==> src/rtl/mem_arbiter_if.sv <==
// rtl/mem_arbiter_if.sv - cache-side and RAM-side bus bundle for mem_arbiter
interface mem_arbiter_if;
    logic        iREN;
    logic [31:0] iaddr;
    logic        iwait;
    logic [31:0] iload;
    logic        dREN;
    logic        dWEN;
    logic [31:0] daddr;
    logic [31:0] dstore;
    logic        dwait;
    logic [31:0] dload;
    logic        ramREN;
    logic        ramWEN;
    logic [31:0] ramaddr;
    logic [31:0] ramstore;
    logic [31:0] ramload;
    logic [1:0]  ramstate;

    modport slave (
        input  iREN, iaddr, dREN, dWEN, daddr, dstore, ramload, ramstate,
        output iwait, iload, dwait, dload, ramREN, ramWEN, ramaddr, ramstore
    );

    modport master (
        output iREN, iaddr, dREN, dWEN, daddr, dstore, ramload, ramstate,
        input  iwait, iload, dwait, dload, ramREN, ramWEN, ramaddr, ramstore
    );
endinterface

==> src/rtl/mem_arbiter.sv <==
// rtl/mem_arbiter.sv - instruction/data arbiter in front of a single-port RAM
// Data wins ties until STARVE_MAX back-to-back data grants have starved a waiting fetch.
module mem_arbiter #(
    parameter int STARVE_MAX = 4
) (
    input  logic          CLK,
    input  logic          RST,
    mem_arbiter_if.slave  bus,
    output logic          err
);
    localparam int CW = $clog2(STARVE_MAX + 1);
    localparam logic [CW-1:0] SMAX = CW'(STARVE_MAX);
    localparam logic [31:0] ERR_WORD = 32'hBAD1_BAD1;

    typedef enum logic [1:0] {IDLE, IGRANT, DGRANT} state_t;

    state_t        state_q;
    logic [CW-1:0] starve_q;
    logic          err_q;

    logic d_req, ram_access, ram_err, ram_done;
    logic i_own, d_own, i_act, d_act, i_done, d_done;
    logic unused_addr_bits;

    assign unused_addr_bits = ^{bus.iaddr[1:0], bus.daddr[1:0]};

    assign d_req      = bus.dREN | bus.dWEN;
    assign ram_access = (bus.ramstate == 2'd2);
    assign ram_err    = (bus.ramstate == 2'd3);
    assign ram_done   = ram_access | ram_err;

    // Gating with RST keeps strobes low and suppresses completion in the reset cycle itself.
    assign i_own  = (state_q == IGRANT) & ~RST;
    assign d_own  = (state_q == DGRANT) & ~RST;
    assign i_act  = i_own & bus.iREN;
    assign d_act  = d_own & d_req;
    assign i_done = i_act & ram_done;
    assign d_done = d_act & ram_done;

    assign bus.iwait    = ~i_done;
    assign bus.dwait    = ~d_done;
    assign bus.ramREN   = i_act | (d_own & bus.dREN & ~bus.dWEN);
    assign bus.ramWEN   = d_own & bus.dWEN;
    assign bus.ramaddr  = i_own ? {bus.iaddr[31:2], 2'b00} :
                          d_own ? {bus.daddr[31:2], 2'b00} : 32'h0;
    assign bus.ramstore = d_own ? bus.dstore : 32'h0;
    assign bus.iload    = (i_own & ram_err) ? ERR_WORD : bus.ramload;
    assign bus.dload    = (d_own & ram_err) ? ERR_WORD : bus.ramload;
    assign err          = err_q;

    always_ff @(posedge CLK) begin
        if (RST) begin
            state_q  <= IDLE;
            starve_q <= '0;
            err_q    <= 1'b0;
        end else begin
            case (state_q)
                IDLE: begin
                    if (d_req && !(bus.iREN && starve_q == SMAX))
                        state_q <= DGRANT;
                    else if (bus.iREN)
                        state_q <= IGRANT;
                end
                IGRANT: if (!bus.iREN || ram_done) state_q <= IDLE;
                DGRANT: if (!d_req || ram_done) state_q <= IDLE;
                default: state_q <= IDLE;
            endcase

            if (d_done) begin
                if (!bus.iREN)
                    starve_q <= '0;
                else if (starve_q != SMAX)
                    starve_q <= starve_q + 1'b1;
            end else if (i_done) begin
                starve_q <= '0;
            end

            if ((i_done | d_done) && ram_err)
                err_q <= 1'b1;
        end
    end
endmodule
==> src/flat_wrapper.sv <==
// flat-port wrapper written by rule: the top's interface ports become plain ports
module mem_arbiter_flat 
#(
    parameter int STARVE_MAX = 4
)
  (CLK, RST, err, bus_iREN, bus_iaddr, bus_dREN, bus_dWEN, bus_daddr, bus_dstore, bus_ramload, bus_ramstate, bus_iwait, bus_iload, bus_dwait, bus_dload, bus_ramREN, bus_ramWEN, bus_ramaddr, bus_ramstore);
  mem_arbiter_if bus_i ();
  input  logic CLK;
  input  logic RST;
  output logic err;
  input wire logic [$bits(bus_i.iREN)-1:0] bus_iREN;
  input wire logic [$bits(bus_i.iaddr)-1:0] bus_iaddr;
  input wire logic [$bits(bus_i.dREN)-1:0] bus_dREN;
  input wire logic [$bits(bus_i.dWEN)-1:0] bus_dWEN;
  input wire logic [$bits(bus_i.daddr)-1:0] bus_daddr;
  input wire logic [$bits(bus_i.dstore)-1:0] bus_dstore;
  input wire logic [$bits(bus_i.ramload)-1:0] bus_ramload;
  input wire logic [$bits(bus_i.ramstate)-1:0] bus_ramstate;
  output wire logic [$bits(bus_i.iwait)-1:0] bus_iwait;
  output wire logic [$bits(bus_i.iload)-1:0] bus_iload;
  output wire logic [$bits(bus_i.dwait)-1:0] bus_dwait;
  output wire logic [$bits(bus_i.dload)-1:0] bus_dload;
  output wire logic [$bits(bus_i.ramREN)-1:0] bus_ramREN;
  output wire logic [$bits(bus_i.ramWEN)-1:0] bus_ramWEN;
  output wire logic [$bits(bus_i.ramaddr)-1:0] bus_ramaddr;
  output wire logic [$bits(bus_i.ramstore)-1:0] bus_ramstore;
  assign bus_i.iREN = bus_iREN;
  assign bus_i.iaddr = bus_iaddr;
  assign bus_i.dREN = bus_dREN;
  assign bus_i.dWEN = bus_dWEN;
  assign bus_i.daddr = bus_daddr;
  assign bus_i.dstore = bus_dstore;
  assign bus_i.ramload = bus_ramload;
  assign bus_i.ramstate = bus_ramstate;
  assign bus_iwait = bus_i.iwait;
  assign bus_iload = bus_i.iload;
  assign bus_dwait = bus_i.dwait;
  assign bus_dload = bus_i.dload;
  assign bus_ramREN = bus_i.ramREN;
  assign bus_ramWEN = bus_i.ramWEN;
  assign bus_ramaddr = bus_i.ramaddr;
  assign bus_ramstore = bus_i.ramstore;
  mem_arbiter #(.STARVE_MAX(STARVE_MAX)) u_core (.CLK(CLK), .RST(RST), .bus(bus_i), .err(err));
endmodule
==> config.mk <==
export PLATFORM = sky130hd
export DESIGN_NAME = mem_arbiter_flat
export DESIGN_NICKNAME = d
export VERILOG_FILES = /design/src/rtl/mem_arbiter_if.sv /design/src/rtl/mem_arbiter.sv /design/src/flat_wrapper.sv
export SDC_FILE = /design/constraint.sdc
export NUM_CORES = 1
export LEC_CHECK = 0
export CAP_MARGIN = 20
export CORE_AREA = 4 4 101 103
export DETAILED_ROUTE_END_ITERATION = 10
export DIE_AREA = 0 0 105 107
export MAX_ROUTING_LAYER = met4
export PLACE_DENSITY_LB_ADDON = 0.25
export SYNTH_ARGS = -nofsm -noshare
export SYNTH_HDL_FRONTEND = slang
export SYNTH_SLANG_ARGS = --single-unit
==> constraint.sdc <==
create_clock -name CLK -period 1.5 [get_ports CLK]
set_input_delay 0.225 -clock CLK [delete_from_list [all_inputs] [get_ports CLK]]
set_output_delay 0.225 -clock CLK [all_outputs]
set_load 0.05 [all_outputs]
==> summary.md, run 1 <==
| Metric | Value |
|---|---|
| Outcome | finished, violations left |
| Layout area overhead | 344% |
| Via density per instance | 4.32 |
| Worst reg2reg startpoint | u_core.starve_q[0] |
| # setup viols final | 128 |
| CTS sink cnt | 6 |
| Clock tree buffer depth | 2 |
| RD Place Congestion | 0.807 |
| R2R depth | 6 |
| Place WS | -498 ps |
| Fillers | 696 |
| Port bufs | 261 |
| Final global-route overflow total | 0 |
| CTS tree | yes |
| Worst Setup Start Kind | register |
| Post-synthesis adder-cell area fraction | 1.84% |
| Via Count | 2530 |
| R2r endpoint | u_core.starve_q[2] |
| Clk_skew | 1.16 ps |
| Yosys reg bits | 6 |
| EDFF count, synth | 0 |
| Share of layout cells above drive strength 1 | 65.2% |
| Dominant cell type by area after synthesis | a22o_1 |
| Post-Synth XOR/XNOR Area | 0% |
| Post-Synth Simple-Gate Area | 53.1% |
| Die area | 11200 sq um |
| Worst Hold End | u_core.err |
| Top-count cell post-synth | and2_1 |
| Post-synth top cells | 35 x and2_1, 30 x a22o_1, 28 x nor2b_1 |
| Num CTS Buffers | 3 |
| Pre-antenna DRT Iters | 4 |
| Post-layout nets | 613 |
| Min-delay src | bus_ramstate[0] |
| Failing checks | negative setup slack |
| Design area | 6030 sq um |
| Max-slew violations | 0 |
| WL final | 10.8 mm |
| CTS H-tree depth | 1 |
| DRT iter0 DRCs | 67 |
| Post-synth cell types | 33 |
| Post-synth ARST share | 0% |
| # diodes | 0 |
| Avg Cell Area, Syn | 7.08 sq um |
| Hpwl dp | 9.32 mm |
| Multiplexer share of the synthesized area | 0% |
| Routed len/inst | 18.5 um |
| Yosys warning total | 0 |
| Min Tclk post-route | 1720 ps |
| Seq/Total Area, Yosys | 8.84% |
| Critical path endpoint category | output port |
| Hold Crit Class | input port to register |
| Hold Crit Depth | 3 |
| Die height | 107 um |
| Dominant cells by area after synthesis | a22o_1 19%, and2_1 16%, nor2b_1 13%, dfxtp_1 8.8%, or2_1 8.3% |
| Clock Latency Late Sink | 230 ps |
| PnR worst setup slack | -224 ps |
| Placed cell area | 5560 sq um |
| GRT Util Overall | 17.8% |
| Setup CP Type | register to output port |
| Flop-to-flop setup slack | 100 ps |
| Overall Power | 2.50 mW |
| Req. time, crit path | 1270 ps |
| Synthesized cell area | 1360 sq um |
| PD cells | 415 nW/um^2 |
| Placement Rows | 35 |
| Global-route wire length before repair | 15.3 mm |
| Post-synth top area share | 19.3% |
| Worst endpoint data arrival time | 1500 ps |
| Hold-fix buffers at CTS | 0 |
| Core area | 9200 sq um |
| Clock slew seen by the registers of the worst setup and hold paths | 40 ps |
| Compound-gate portion of the synthesized area | 26.1% |
| Initial core utilization | 14.8% |
| Post-synth top flop | dfxtp_1 |
| Pleak | 2.66 nW |
| Combinational family with the most area after synthesis | simple AND/OR/NAND/NOR gates |
| CTS root buf | clkbuf_8 |
| Largest net degree at the start of global routing | 25 |
| Die X-Extent | 105 um |
| Top Ports | 268 |
| Vias in the first global route | 2568 |
| Initial antenna violation count | 0 |
| VDD IR-drop max | 197 uV |
| RSZ-0062 raised after global routing | true |
| Residual DRC | 0 |
| Maximum clock frequency | 0.580 GHz |
| Post-Syn Instances | 192 |
| Max-cap viol count | 0 |
| Finished Core Util | 65.6% |
| Final Hold Fails | 0 |
| Final worst-path cycle share | 115% |
| Post-DRT Antenna Nets | 0 |
| CP max FO | 8 |
==> registers in the layout, summed over array words and instances, names as in the netlist <==
register / flops
u_core.err: 1
u_core.starve_q: 3
u_core.state_q: 2
==> power breakdown <==
part           internal (mW)  total (mW)  switching (mW)  leakage, nW
registers              0.167       0.171         0.00450       0.0495
clock network          0.173       0.247          0.0745       0.0216
logic                   1.11        2.09           0.978         2.59
total                   1.45        2.50            1.06         2.66
==> cell type report <==
class / count / area (sq um) / area share, %
inverters: 4 / 15.0 / 0.249
multi-input cells: 163 / 1560 / 25.8
flip-flops and latches: 6 / 123 / 2.03
clock buffers: 3 / 41.3 / 0.684
repair buffers: 298 / 4160 / 68.9
well taps: 111 / 139 / 2.30
==> worst max-delay path, stage by stage (launching register included) <==
cell and delay [ps]:
dfxtp_2 340, nor3b_4 200, and3_4 270, buf_12 140, buf_12 140, nor2b_2 50, buf_6 150
==> cells by family (layout without fill, tap and decap cells) <==
kind of cell,count (synthesis),in the layout
fa+ha+maj,2,2
buf+inv,24,305
flops,6,6
simple gates,117,117
other cells,1,2
compound gates,42,42
==> layer usage <==
layer / global-route usage [%] / wire length [um] / vias up
met4: 3.37 / 133 / 0
met1: 18.5 / 3880 / 1162
li1: - / - / 1211
met2: 34.6 / 6100 / 146
met3: 4.03 / 725 / 11
met5: - / 0 / -
==> through the flow <==
stage	hold slack, ps	std cells	TNS, ps
2_1_floorplan	333	193	-793
3_3_place_gp	440	574	-47780
3_5_place_dp	452	574	-50990
4_1_cts	425	579	-24750
5_1_grt	403	585	-30330
6_report	362	585	-21990
==> cells in the final DEF, fill, tap and decap left out, types with 2 or more instances in the layout <==
cell	count
clkbuf_16	2
buf_8	3
clkdlybuf4s50_1	125
dlygate4sd2_1	3
a22o_4	10
buf_12	112
and3_4	2
a22o_2	19
conb_1	2
dfxtp_2	2
nor2b_2	8
or2_4	36
nand2_1	5
nor2b_1	2
and2_2	33
nand3_1	2
a21oi_1	2
ha_1	2
inv_1	4
clkbuf_8	3
nor2b_4	18
buf_4	17
buf_6	32
dlymetal6s2s_1	2
dfxtp_1	4
and2_4	2
==> what timing repair did <==
| action | in CTS | in global routing |
|---|---|---|
| pin swaps | 6 | 1 |
| endpoints found under the setup margin | 132 | 132 |
| buffers inserted | 0 | 4 |
| cloned | 2 | 2 |
| gates resized for setup | 36 | 49 |
==> worst max-delay path by stage <==
stage / from / to / cells past startpoint
2_1_floorplan: u_core.state_q[1] / bus_dload[1] / 3
3_3_place_gp: RST / bus_iload[10] / 8
3_5_place_dp: RST / bus_iload[5] / 8
4_1_cts: u_core.state_q[1] / bus_dload[3] / 6
5_1_grt: u_core.state_q[1] / bus_ramREN / 5
6_report: u_core.state_q[1] / bus_dload[3] / 6
No activity file was read; power rests on OpenSTA's default activity.
==> inputs of run 2 (changes only) <==
- CTS_BUF_LIST: default -> sky130_fd_sc_hd__clkbuf_16
- SLEW_MARGIN: default -> 20
==> summary.md, run 2 (synthesized netlist as in run 1, its figures left out) <==
| Metric | Value |
|---|---|
| Outcome | finished, violations left |
| Failing checks | negative setup slack |
| Worst path most repeated cell | buf_12 |
| Commonest non-fill, non-tap cell in the layout | clkdlybuf4s50_1 |
| Vias in the first global route | 2546 |
| DRT iter0 DRCs | 53 |
| NetSw | 1.07 mW |
| Initial antenna violation count | 0 |
| Hpwl dp | 9.32 mm |
| Max-slew violations | 0 |
| Worst Setup Start Kind | register |
| Die height | 107 um |
| Worst stage delay on the critical path | 350 ps |
| Post-layout nets | 614 |
| Worst endpoint data arrival time | 1510 ps |
| Final Hold Fails | 0 |
| PnR worst setup slack | -232 ps |
| Clk_skew | 1.13 ps |
| RSZ-0062 raised after global routing | true |
| VDD IR-drop max | 272 uV |
| Final global-route overflow total | 0 |
| CTS tree | yes |
| Maximum clock frequency | 0.578 GHz |
| CP max FO | 8 |
| Post-DRT Antenna Nets | 0 |
| Die area | 11200 sq um |
| GRT Util Overall | 17.8% |
| Share of layout cells above drive strength 1 | 65.3% |
| Largest register FFs | 3 |
| Port bufs | 261 |
| CTS sink cnt | 6 |
| Critical Path, Cell by Cell | nor3b_4, and3_4, buf_12, buf_12, nor2b_2, buf_6 |
| Register with the most flip-flops | u_core.starve_q |
| Internal power | 1.61 mW |
| Initial core utilization | 14.8% |
| Placement Rows | 35 |
| Via density per instance | 4.30 |
| Clock tree buffer depth | 2 |
| Routed len/inst | 18.4 um |
| Num CTS Buffers | 3 |
| Gate power share | 77.4% |
| Hold Crit Class | input port to register |
| # diodes | 0 |
| Sw Share | 39.9% |
| Layout area overhead | 345% |
| WL final | 10.8 mm |
| Fillers | 693 |
| Top Ports | 268 |
| Pleak | 2.66 nW |
| RD Place Congestion | 0.807 |
| Seq pwr share | 6.3% |
| CTS root buf | clkbuf_16 |
| Part of the power in the clock network | 16.2% |
| Critical path endpoint category | output port |
| Min Tclk post-route | 1730 ps |
| CTS H-tree depth | 1 |
| Largest net degree at the start of global routing | 25 |
| Final worst-path cycle share | 115% |
| Setup TNS | -22610 ps |
| Global-route wire length before repair | 15.2 mm |
| Worst hold margin | 359 ps |
| Setup CP Type | register to output port |
| Critical-path top delay cell | dfxtp_4 |
| Clock Latency Late Sink | 230 ps |
| Core area | 9200 sq um |
| Clock slew seen by the registers of the worst setup and hold paths | 30 ps |
| # setup viols final | 129 |
| Req. time, crit path | 1270 ps |
| Pre-antenna DRT Iters | 4 |
| Most frequent cells in the layout | 125 x clkdlybuf4s50_1, 112 x buf_12, 36 x or2_4 |
| Via Count | 2521 |
| Max-cap viol count | 0 |
| PD cells | 444 nW/um^2 |
| Finished Core Util | 65.8% |
| Die X-Extent | 105 um |
| Residual DRC | 0 |
-- run 2: cell count changes in the layout (fill, tap and decap cells not counted) --
cell / before / now
buf_4: 17 / 18
dfxtp_2: 2 / 1
a22o_2: 19 / 23
dfxtp_4: 0 / 1
clkbuf_8: 3 / 0
a22o_4: 10 / 6
clkbuf_16: 2 / 5
-- run 2: path summary, 6_finish.rpt --
| check | startpoint | end | slack, ps | cells past startpoint |
|---|---|---|---|---|
| max | u_core.state_q[0] | bus_dload[3] | -230 | 6 |
| min | bus_ramstate[0] | u_core.err | 360 | 3 |
| max reg2reg | u_core.starve_q[0] | u_core.starve_q[2] | 100 | 6 |
| min reg2reg | u_core.err | u_core.err | 470 | 2 |
-- run 2: stage by stage --
stage | power [mW] | cells | cell area, sq um | worst slack [ps]
finish | 2.69 | 586 | 6050 | -232
global route | 2.77 | 586 | 6050 | -294
CTS | 2.64 | 579 | 5790 | -259
detailed placement | 2.16 | 574 | 5560 | -498
global placement | 2.14 | 574 | 5560 | -448
floorplan | 1.07 | 193 | 1650 | -99.8
-- run 2: area by class of cell --
class,count,area (sq um),share of cell area (%)
multi-input cells,163,1530,25.2
well taps,111,139,2.30
inverters,4,15.0,0.248
flip-flops and latches,6,125,2.07
clock buffers,3,75.1,1.24
repair buffers,299,4170,68.9
-- run 2: metal layers --
layer / share of wire (%) / global-route usage (%)
met3: 7.2 / 4.39
met2: 57 / 34.3
met5: 0 / -
met4: 0.98 / 3.09
met1: 35 / 18.4
-- run 2: what timing repair did --
item,CTS,global route
setup endpoints to repair,132,132
pin swaps,6,2
buffers inserted,0,5
hold buffers,0,0
gates cloned,2,2
gates resized for setup,35,47
-- run 2: power groups by stage --
stage / Clock [mW] / Sequential (mW) / Combinational [mW]
floorplan: 0 / 0.177 / 0.896
global placement: 0 / 0.172 / 1.97
detailed placement: 0 / 0.172 / 1.99
CTS: 0.442 / 0.170 / 2.03
global route: 0.453 / 0.170 / 2.15
finish: 0.436 / 0.170 / 2.08
-- run 2: worst max-delay path, delay by kind of cell (launching register included) --
| kind | cells | cell delay (ps) |
|---|---|---|
| AND/OR/NAND/NOR | 3 | 500 |
| buffers and inverters | 3 | 430 |
| flip-flops | 1 | 350 |
==> inputs of run 3 (changes only) <==
- REMOVE_ABC_BUFFERS: default -> 1
==> summary.md, run 3 (synthesized netlist as in run 1, its figures left out) <==
| Metric | Value |
|---|---|
| Top Ports | 268 |
| Seq pwr share | 6.1% |
| CP max FO | 5 |
| CTS H-tree depth | 1 |
| RD Place Congestion | 0.874 |
| Critical-path top delay cell | dfxtp_2 |
| Design area | 6110 sq um |
| Most frequent cells in the layout | 125 x clkdlybuf4s50_1, 109 x buf_12, 36 x or2_4 |
| RSZ-0062 raised after global routing | true |
| Max-slew violations | 0 |
| Failing checks | negative setup slack |
| Via density per instance | 4.42 |
| Final worst-path cycle share | 117% |
| Max-cap viol count | 0 |
| Pleak | 2.67 nW |
| Hold Crit Class | input port to register |
| Clock Latency Late Sink | 230 ps |
| # setup viols final | 128 |
| Register with the most flip-flops | u_core.starve_q |
| Port bufs | 261 |
| Gate power share | 78.3% |
| Placed cell area | 5090 sq um |
| DRT iter0 DRCs | 44 |
| Residual DRC | 0 |
| CTS tree | yes |
| Placement Rows | 35 |
| Hold-fix buffers at CTS | 0 |
| Clock slew seen by the registers of the worst setup and hold paths | 30 ps |
| Clock tree buffer depth | 2 |
| Initial antenna violation count | 1 |
| Initial core utilization | 14.8% |
| Final global-route overflow total | 0 |
| CTS sink cnt | 6 |
| CTS root buf | clkbuf_16 |
| Overall Power | 2.78 mW |
| Worst endpoint data arrival time | 1530 ps |
| Worst path most repeated cell | buf_12 |
| Part of the power in the clock network | 15.6% |
| Final Hold Fails | 0 |
| Num CTS Buffers | 3 |
| Die height | 107 um |
| Post-DRT Antenna Nets | 0 |
| Largest net degree at the start of global routing | 20 |
| Vias in the first global route | 2767 |
| WL final | 11.7 mm |
| Maximum clock frequency | 0.570 GHz |
| Worst Setup Start Kind | register |
| Req. time, crit path | 1270 ps |
| Commonest non-fill, non-tap cell in the layout | clkdlybuf4s50_1 |
| Hpwl dp | 8.47 mm |
| Layout area overhead | 350% |
| Internal power | 1.66 mW |
| Critical path endpoint category | output port |
| Critical Path, Cell by Cell | nor3b_4, buf_6, buf_12, clkbuf_16, a22o_1, buf_12 |
| GRT Util Overall | 18.8% |
| PD cells | 455 nW/um^2 |
| Worst hold margin | 367 ps |
| NetSw | 1.11 mW |
| Routed len/inst | 20.1 um |
| Post-layout nets | 609 |
| PnR worst setup slack | -253 ps |
| Die area | 11200 sq um |
| Min Tclk post-route | 1750 ps |
| Outcome | finished, violations left |
| Core area | 9200 sq um |
| Share of layout cells above drive strength 1 | 61.1% |
| Sw Share | 40.1% |
| VDD IR-drop max | 444 uV |
| Die X-Extent | 105 um |
| Global-route wire length before repair | 16.1 mm |
| Via Count | 2570 |
| Worst stage delay on the critical path | 340 ps |
| Pre-antenna DRT Iters | 4 |
| Setup TNS | -23860 ps |
| Clk_skew | 1.38 ps |
| Largest register FFs | 3 |
| Setup CP Type | register to output port |
run 3: area by class of cell:
cell class                      instances  area, sq um
Tap cell                              111          139
Clock buffer                            3         75.1
Timing Repair Buffer                  291         4130
Fill cell                             659         3090
Multi-Input combinational cell        166         1620
Inverter                                4         15.0
Antenna cell                            1         2.50
Sequential cell                         6          125
run 3: path summary, 6_finish.rpt:
path	slack (ps)	cells after the start	endpoint	startpoint
worst min register to register	450	2	u_core.err	u_core.err
worst max-delay path	-250	6	bus_ramaddr[27]	u_core.state_q[1]
worst max register to register	80	6	u_core.starve_q[2]	u_core.starve_q[0]
worst min-delay path	370	3	u_core.starve_q[2]	RST
run 3: metrics by stage:
step	util, %	setup WS (ps)	std cells
after CTS	62.7	-245	576
after global routing	66.4	-308	582
after floorplan	-	-3200	173
after detailed placement	55.3	-606	562
final	66.4	-253	582
after global placement	55.3	-538	562
run 3: power by group through the flow:
stage	clock (mW)	sequential (mW)	combinational, mW
floorplan	0	0.176	0.808
global placement	0	0.172	1.88
detailed placement	0	0.172	1.89
CTS	0.440	0.171	2.09
global route	0.454	0.171	2.24
finish	0.434	0.170	2.17
run 3: worst max-delay path: cells and delay by family (launching register included):
family | cells | cell delay (ps)
AOI/OAI and AO/OA | 1 | 160
DFF | 1 | 340
and+or+nand+nor | 1 | 210
buffers and inverters | 4 | 580
run 3: what timing repair did:
item                                    CTS  global route
endpoints found under the setup margin  132           131
pin swaps                                15             7
resized for setup                       127            64
gates cloned                              8             4
buffers inserted                          3             2
run 3: metal layers:
metal / wire length, um / share of wire, % / global-route usage [%] / vias to the layer above
li1: - / - / - / 1212
met1: 4020 / 34 / 18.5 / 1179
met2: 6570 / 56 / 37.9 / 169
met3: 945 / 8.1 / 4.64 / 10
met4: 141 / 1.2 / 3.00 / 0
met5: 0 / 0 / - / -
